--- src/rtl/spike_fifo_writer_if.sv ---
// Event-FIFO write port: push strobe and index from the writer, full flag back from the FIFO.
interface spike_fifo_writer_if #(
  parameter int unsigned M = 8
) ();
  logic         FIFO_w_en_o;
  logic [M-1:0] FIFO_w_data_o;
  logic         FIFO_full_i;

  modport master (
    output FIFO_w_en_o,
    output FIFO_w_data_o,
    input  FIFO_full_i
  );

  modport slave (
    input  FIFO_w_en_o,
    input  FIFO_w_data_o,
    output FIFO_full_i
  );
endinterface

--- src/rtl/spike_fifo_writer.sv ---
// Buffers an N-bit spike vector and, on start, pushes the index of each set bit into the
// event FIFO in ascending order, then pulses spikecore_done_o.
module spike_fifo_writer #(
  parameter int unsigned N  = 256,
  parameter int unsigned M  = $clog2(N),
  localparam int unsigned NW = N / 32,
  localparam int unsigned AW = $clog2(NW)
) (
  input  logic                CLK,
  input  logic                RSTN,
  input  logic                start_i,
  input  logic                spk_we_i,
  input  logic [AW-1:0]       spk_waddr_i,
  input  logic [31:0]         spk_wdata_i,
  spike_fifo_writer_if.master fifo,
  output logic                spikecore_done_o,
  output logic                busy_o,
  output logic [M:0]          spike_count_o
);

  typedef enum logic [1:0] {StIdle, StLoad, StScan, StDone} state_e;

  state_e        state_q, state_d;
  logic [AW-1:0] widx_q, widx_d;
  logic [31:0]   work_q, work_d;
  logic [M:0]    cnt_q, cnt_d;
  logic [M:0]    count_q, count_d;
  logic [31:0]   buf_q [NW];
  logic [4:0]    lsb;
  logic          push;
  logic          done;

  // Lowest set bit wins: scan from the top so the last hit is the lowest index.
  always_comb begin
    lsb = '0;
    for (int i = 31; i >= 0; i--) begin
      if (work_q[i]) lsb = 5'(i);
    end
  end

  always_comb begin
    state_d = state_q;
    widx_d  = widx_q;
    work_d  = work_q;
    cnt_d   = cnt_q;
    count_d = count_q;
    push    = 1'b0;
    done    = 1'b0;
    unique case (state_q)
      StIdle: begin
        if (start_i) begin
          state_d = StLoad;
          widx_d  = '0;
          cnt_d   = '0;
        end
      end
      StLoad: begin
        work_d  = buf_q[widx_q];
        state_d = StScan;
      end
      StScan: begin
        if (work_q == '0) begin
          if (widx_q == AW'(NW - 1)) begin
            state_d = StDone;
          end else begin
            widx_d  = widx_q + 1'b1;
            state_d = StLoad;
          end
        end else if (!fifo.FIFO_full_i) begin
          push   = 1'b1;
          work_d = work_q & (work_q - 32'd1);
          cnt_d  = cnt_q + 1'b1;
        end
      end
      StDone: begin
        done    = 1'b1;
        count_d = cnt_q;
        state_d = StIdle;
      end
      default: state_d = StIdle;
    endcase
  end

  always_ff @(posedge CLK or negedge RSTN) begin
    if (!RSTN) begin
      state_q <= StIdle;
      widx_q  <= '0;
      work_q  <= '0;
      cnt_q   <= '0;
      count_q <= '0;
    end else begin
      state_q <= state_d;
      widx_q  <= widx_d;
      work_q  <= work_d;
      cnt_q   <= cnt_d;
      count_q <= count_d;
    end
  end

  // Host writes land only while idle; LOAD consumes the word it reads.
  always_ff @(posedge CLK or negedge RSTN) begin
    if (!RSTN) begin
      for (int i = 0; i < NW; i++) buf_q[i] <= '0;
    end else if (state_q == StIdle && spk_we_i) begin
      buf_q[spk_waddr_i] <= spk_wdata_i;
    end else if (state_q == StLoad) begin
      buf_q[widx_q] <= '0;
    end
  end

  assign fifo.FIFO_w_en_o   = push;
  assign fifo.FIFO_w_data_o = push ? {widx_q, lsb} : '0;
  assign spikecore_done_o   = done;
  assign busy_o             = (state_q != StIdle);
  assign spike_count_o      = count_q;

endmodule

--- src/flat_wrapper.sv ---
// flat-port wrapper written by rule: the top's interface ports become plain ports
module spike_fifo_writer_flat 
#(
  parameter int unsigned N  = 256,
  parameter int unsigned M  = $clog2(N),
  localparam int unsigned NW = N / 32,
  localparam int unsigned AW = $clog2(NW)
)
  (CLK, RSTN, start_i, spk_we_i, spk_waddr_i, spk_wdata_i, spikecore_done_o, busy_o, spike_count_o, fifo_FIFO_w_en_o, fifo_FIFO_w_data_o, fifo_FIFO_full_i);
  spike_fifo_writer_if #(.M(M)) fifo_i ();
  input  logic CLK;
  input  logic RSTN;
  input  logic start_i;
  input  logic spk_we_i;
  input  logic [AW-1:0] spk_waddr_i;
  input  logic [31:0] spk_wdata_i;
  output logic spikecore_done_o;
  output logic busy_o;
  output logic [M:0] spike_count_o;
  output wire logic [$bits(fifo_i.FIFO_w_en_o)-1:0] fifo_FIFO_w_en_o;
  output wire logic [$bits(fifo_i.FIFO_w_data_o)-1:0] fifo_FIFO_w_data_o;
  input wire logic [$bits(fifo_i.FIFO_full_i)-1:0] fifo_FIFO_full_i;
  assign fifo_FIFO_w_en_o = fifo_i.FIFO_w_en_o;
  assign fifo_FIFO_w_data_o = fifo_i.FIFO_w_data_o;
  assign fifo_i.FIFO_full_i = fifo_FIFO_full_i;
  spike_fifo_writer #(.N(N), .M(M)) u_core (.CLK(CLK), .RSTN(RSTN), .start_i(start_i), .spk_we_i(spk_we_i), .spk_waddr_i(spk_waddr_i), .spk_wdata_i(spk_wdata_i), .fifo(fifo_i), .spikecore_done_o(spikecore_done_o), .busy_o(busy_o), .spike_count_o(spike_count_o));
endmodule
--- config.mk ---
export PLATFORM = sky130hd
export DESIGN_NAME = spike_fifo_writer_flat
export DESIGN_NICKNAME = d
export VERILOG_FILES = /design/src/rtl/spike_fifo_writer_if.sv /design/src/rtl/spike_fifo_writer.sv /design/src/flat_wrapper.sv
export SDC_FILE = /design/constraint.sdc
export NUM_CORES = 1
export LEC_CHECK = 0
export BUFFER_PORTS_ARGS = -buffer_cell sky130_fd_sc_hd__buf_2
export CORE_AREA = 2 2 163 165
export DETAILED_ROUTE_END_ITERATION = 10
export DIE_AREA = 0 0 165 167
export GPL_TIMING_DRIVEN = 1
export PLACE_DENSITY = 0.72
export SETUP_SLACK_MARGIN = 0.02
export SLEW_MARGIN = 30
export SYNTH_ARGS = -nofsm -noshare
export SYNTH_HDL_FRONTEND = slang
export SYNTH_SLANG_ARGS = --single-unit
export TNS_END_PERCENT = 5
--- constraint.sdc ---
create_clock -name CLK -period 3.3 [get_ports CLK]
set_input_delay 0.33 -clock CLK [delete_from_list [all_inputs] [get_ports CLK]]
set_output_delay 0.33 -clock CLK [all_outputs]
set_load 0.03 [all_outputs]
=== After elaboration in Yosys (flattened, before gate mapping) ===
Cells that the tools add are included.

* Memory bits (writable): 0
* Bits in latches: 0
* Register bits: 311
* Memories: 0
* Input port bits: 40
* Memory bits (read-only): 0

* Reduce and logical (&&, ||, !) cells: 13
* Shifts and indexed selects: 0
* $add $sub $neg: 3
* $mul: 0
* Divide/modulo/power cells: 0
* Bitwise logic cells: 5
* $lt $le $gt $ge: 4
* Muxes and demuxes: 62
* Equal/unequal tests: 9

{| class="wikitable"
|+ Operators by type and width
! cell !! count
|-
| $mux W256 || 2
|-
| $and A256 B256 Y256 || 1
|-
| $bwmux W256 || 1
|-
| $not A256 Y256 || 1
|-
| $demux W32 S3 || 2
|-
| $mux W32 || 6
|-
| $mux W5 || 32
|-
| $bmux W32 S3 || 1
|-
| $pmux W32 S2 || 1
|-
| $and A32 B32 Y32 || 1
|-
| $logic_not A32 Y1 || 1
|-
| $sub A32 B1 Y32 const B || 1
|-
| $mux W9 || 3
|-
| $pmux W9 S2 || 1
|-
| $add A9 B1 Y9 const B || 1
|-
| $mux W3 || 3
|-
| $ge A4 B4 Y1 const B || 2
|-
| $lt A4 B1 Y1 const B || 2
|-
| $mux W8 || 1
|-
| $ne A2 B2 Y1 const B || 4
|-
| $not A3 Y4 || 2
|-
| $pmux W2 S4 || 1
|-
| $reduce_and A4 Y1 || 2
|-
| $reduce_bool A2 Y1 || 4
|-
| 12 further kinds || 20
|}

=== Depth between registers and ports, before layout ===
* Depth in word-level cells: 33
* Mapped depth: 9
* Gate-level depth less buffers: 7

=== Worst setup path after synthesis ===
Ideal clock, no wire load.

* Path type: reg2out
* Start: reg u_core.state_q[1]
* End: out fifo_FIFO_w_data_o[0]
* Data required time: 2.970 ns
* Path slack: 0.654 ns
* Arrival time: 2.316 ns
* Cell stages (with the launch flop): 7
* Path through: dfrtp_1 -> buf_2 -> nor2b_1 -> nand2b_1 -> a21o_4 -> buf_2 -> nor4_1

* Word-level cells in the longest chain between the ends: 3

{| class="wikitable"
|+ Ends and longest elaborated chain
! element !! line !! text
|-
| start, declared || spike_fifo_writer.sv:23 || <nowiki>state_e state_q, state_d;</nowiki>
|-
| start signal, assigned || spike_fifo_writer.sv:86 || <nowiki>state_q <= StIdle;</nowiki>
|-
| start signal, assigned || spike_fifo_writer.sv:92 || <nowiki>state_q <= state_d;</nowiki>
|-
| $eq A2 B2 Y1 || spike_fifo_writer.sv:49 || <nowiki>unique case (state_q)</nowiki>
|-
| $mux W1 || spike_fifo_writer.sv:49 ||
|-
| $mux W8 || spike_fifo_writer.sv:112 || <nowiki>assign fifo.FIFO_w_data_o = push ? {widx_q, lsb} : '0;</nowiki>
|-
| end, declared || flat_wrapper.sv:21 || <nowiki>output wire logic [$bits(fifo_i.FIFO_w_data_o)-1:0] fifo_FIFO_w_data_o;</nowiki>
|}

No other way between the ends.

=== Worst setup path after layout ===
* Start: reg u_core.work_q[16]
* End: out fifo_FIFO_w_data_o[1]

* Word-level cells in the longest chain between the ends: 18

{| class="wikitable"
|+ Ends and longest elaborated chain
! element !! line !! text
|-
| start, declared || spike_fifo_writer.sv:25 || <nowiki>logic [31:0] work_q, work_d;</nowiki>
|-
| start signal, assigned || spike_fifo_writer.sv:94 || <nowiki>work_q <= work_d;</nowiki>
|-
| $mux W5 (17 in series) || spike_fifo_writer.sv:37 || <nowiki>if (work_q[i]) lsb = 5'(i);</nowiki>
|-
| $mux W8 * || spike_fifo_writer.sv:112 ||
|}

Every way passes the cells marked *; elsewhere a longest branch is shown, timed or not.

==> results.sh <==
export IMPL_yosysMostFrequentCell="dfrtp_1"
export IMPL_gp_congestion=0.9066
export IMPL_async_flop_share=1.000
export IMPL_clockRootBuffer="clkbuf_16"
export IMPL_wl_per_cell_um=27.56
export IMPL_tns_ns=0
export IMPL_synth_edff_count=0
export IMPL_synth_seq_cells=311
export IMPL_maxSlewViolCount=0
export IMPL_finalPower_mw=15.07
export IMPL_syn_cell_area_mm2=0.01404
export IMPL_cts_max_path_buffers=3
export IMPL_skew_ns=0.01688
export IMPL_htreeDepth=2
export IMPL_rows=59
export IMPL_yosysSeqAreaShare=0.5543
export IMPL_drt_wl_total_mm=43.63
export IMPL_cp_required_ns=2.97
export IMPL_synthAdderAreaFrac=0.002673
export IMPL_relSlewSlack=0.4276
export IMPL_viasPerCell=7.155
export IMPL_timing_final_crit_period_ns=3.155
export IMPL_dieHeight_um=167
export IMPL_synthFlopType="dfrtp_1"
export IMPL_critPathMaxFanout=17
export IMPL_yosysTopAreaCellShare=0.5543
export IMPL_path_class="reg -> out"
export IMPL_vias=11330
export IMPL_finalInstanceArea_mm2=0.01604
export IMPL_post_place_ws_ns=0.5967
export IMPL_antenna_found_initial=0
export IMPL_cts_tree="yes"
export IMPL_dpl_cell_area_mm2=0.01487
export IMPL_grt_use_total=0.3253
export IMPL_numCtsBuffers=34
export IMPL_ys_types=60
export IMPL_fin_nets=1268
export IMPL_die_area_mm2=0.02756
export IMPL_yosys_top_cells_area="dfrtp_1 (55%), a22o_1 (17%), mux2_2 (3.4%)"
export IMPL_grt_pass1_vias=11210
export IMPL_setup_worst_path_end_class="output port"
export IMPL_drive_gt1_frac=0.1939
export IMPL_cts_reportedPaths_clkPinSlew_ns=0.06
export IMPL_worst_pin_slew_ns=0.8586
export IMPL_avgSynthCellArea_um2=11.67
export IMPL_synth_mux_area_frac=0.06737
export IMPL_ant_nets=0
export IMPL_first_pass_iters=7
export IMPL_post_cts_resized_instances=0
export IMPL_multiInputGateArea_mm2=0.005874
export IMPL_initial_utilization=0.5450
export IMPL_cts_sink_count=311
export IMPL_synthSimpleGateAreaFrac=0.07209
export IMPL_hold_path_class="in -> reg"
export IMPL_hold_violations=0
export IMPL_drc_errors=0
export IMPL_power_density_mw_per_mm2=939.6
export IMPL_status="complete, no violations"
export IMPL_synth_fp_nets=1246
export IMPL_postCtsSetupBuffers=0
export IMPL_ios=60
export IMPL_chipWidth_um=165
export IMPL_synth_compound_area_frac=0.2622
export IMPL_coreArea_mm2=0.02576
export IMPL_worst_slack_ns=0.1447
export IMPL_cp_arrival_ns=2.83
export IMPL_p_leak_nw=7.472
export IMPL_clkLatencyLatePin_ns=0.52
export IMPL_syn_to_final_growth_pct=14.25
export IMPL_grt_overflow_total=0
export IMPL_syn_inst=1203
export IMPL_first_iter_violations=1361
export IMPL_synth_top_family_by_area="compound AO/OA/AOI/OAI gates"
export IMPL_synth_commonest_cells="dfrtp_1 (311), a22o_1 (268), nor2_1 (65), clkbuf_1 (64), o21ai_0 (51)"
export IMPL_nFillCells=1985
export IMPL_grt_pass1_wl_mm=68.17
export IMPL_rsz0062_at_grt="false"
export IMPL_grt_max_degree=94
export IMPL_ys_warnings_count=0
export IMPL_synth_xor_area_frac=0.002495
export IMPL_timing_hold_ws_ns=0.1666
export IMPL_startpoint_type="flip-flop"
export IMPL_synth_area_leader_cell="dfrtp_1"
export IMPL_max_freq_mhz=316.9
export IMPL_final_min_period_over_clock_period=0.9561
export IMPL_n_antenna_cell=0
export IMPL_ir_drop_uv=460.9
export IMPL_final_seq_area_mm2=0.007789
export IMPL_setup_viol=0
export IMPL_place_hpwl_mm=26.35
export IMPL_cap_violations=0
export IMPL_port_buffers=59
-- sequential cells by signal, summed over array words and instances (netlist names) --
register              cells
u_core.work_q            32
u_core.buf_q            256
u_core.widx_q             3
u_core.state_q            2
u_core.spike_count_o      9
u_core.cnt_q              9
-- cell families after synthesis --
| kind of cell | after synthesis |
|---|---|
| simple gates | 199 |
| xor+xnor | 4 |
| compound gates | 471 |
| flops | 311 |
| buf+inv | 137 |
| mux | 78 |
| fa+ha+maj | 3 |
-- critical path: stages, from the launching register on --
cell and delay [ns]:
dfrtp_1 0.43, or4_1 0.67, nor4_4 0.37, a21o_4 0.33, inv_4 0.13, nand2_1 0.13
a31oi_1 0.07, buf_2 0.20
-- area by class of cell --
class                           instances  share of cell area
Clock buffer                           57             0.06989
Clock inverter                          2           0.0006240
Inverter                               12            0.002964
Multi-Input combinational cell        755              0.3662
Sequential cell                       311              0.4855
Tap cell                              335             0.02613
Timing Repair Buffer                  111             0.04867
-- final timing paths --
kind | endpoint | start | slack [ns] | cells after the start
worst max-delay path | fifo_FIFO_w_data_o[1] | u_core.work_q[16]$_DFFE_PN0P_ | 0.14 | 7
worst min-delay path | u_core.buf_q[78]$_DFFE_PN0P_ | spk_wdata_i[14] | 0.17 | 2
worst max register to register | u_core.work_q[8]$_DFFE_PN0P_ | u_core.work_q[16]$_DFFE_PN0P_ | 0.55 | 7
worst min register to register | u_core.buf_q[174]$_DFFE_PN0P_ | u_core.buf_q[174]$_DFFE_PN0P_ | 0.49 | 1
max in group asynchronous | u_core.buf_q[194]$_DFFE_PN0P_ | RSTN | 2.00 | 3
min in group asynchronous | u_core.buf_q[246]$_DFFE_PN0P_ | RSTN | 0.44 | 2
-- where the power goes --
group          total, mW  switching (mW)  internal [mW]  leakage (nW)
combinational       4.54            2.33           2.21          2.86
clock               3.82            1.51           2.30         0.560
sequential          6.72            1.24           5.48          4.05
total               15.1            5.08           9.99          7.47
-- per-layer routing --
metal,up-vias,global-route usage,wire length [µm]
met4,0,0.1180,1412
met2,767,0.4745,19330
li1,4659,-,-
met3,114,0.06700,4722
met5,-,0,0
met1,5786,0.4832,18160
-- timing repair --
| action | 4_1_cts | 5_1_grt |
|---|---|---|
| hold buffers | 1 | 0 |
| endpoints found under the hold margin | 87 | 0 |
| endpoints found under the setup margin | 0 | 0 |
-- layout by cell type (no fill, tap or decap), drive strengths merged, types with 5 or more instances in the layout --
| cell type | synthesis | layout |
|---|---|---|
| mux4 | 9 | 9 |
| a22oi | 23 | 23 |
| buf | 61 | 110 |
| a21oi | 40 | 40 |
| a22o | 268 | 268 |
| a211oi | 6 | 6 |
| dfrtp | 311 | 311 |
| o211ai | 8 | 8 |
| a21o | 5 | 5 |
| clkbuf | 64 | 57 |
| nand3 | 20 | 20 |
| a221oi | 25 | 25 |
| o21ai | 51 | 51 |
| nor4 | 13 | 13 |
| o22ai | 16 | 16 |
| mux2 | 42 | 42 |
| nor2 | 66 | 66 |
| a31oi | 6 | 6 |
| nor3 | 16 | 16 |
| nor2b | 6 | 6 |
| nand2 | 43 | 43 |
| and2 | 12 | 12 |
| or4 | 6 | 6 |
| mux2i | 27 | 27 |
| inv | 12 | 12 |
-- through the flow --
step,utilization,instances
floorplan,-,1203
global placement,0.5772,1522
detailed placement,0.5772,1522
CTS,0.6215,1582
global route,0.6227,1583
finish,0.6227,1583
Note: power is estimated with default switching activity, not from simulation.
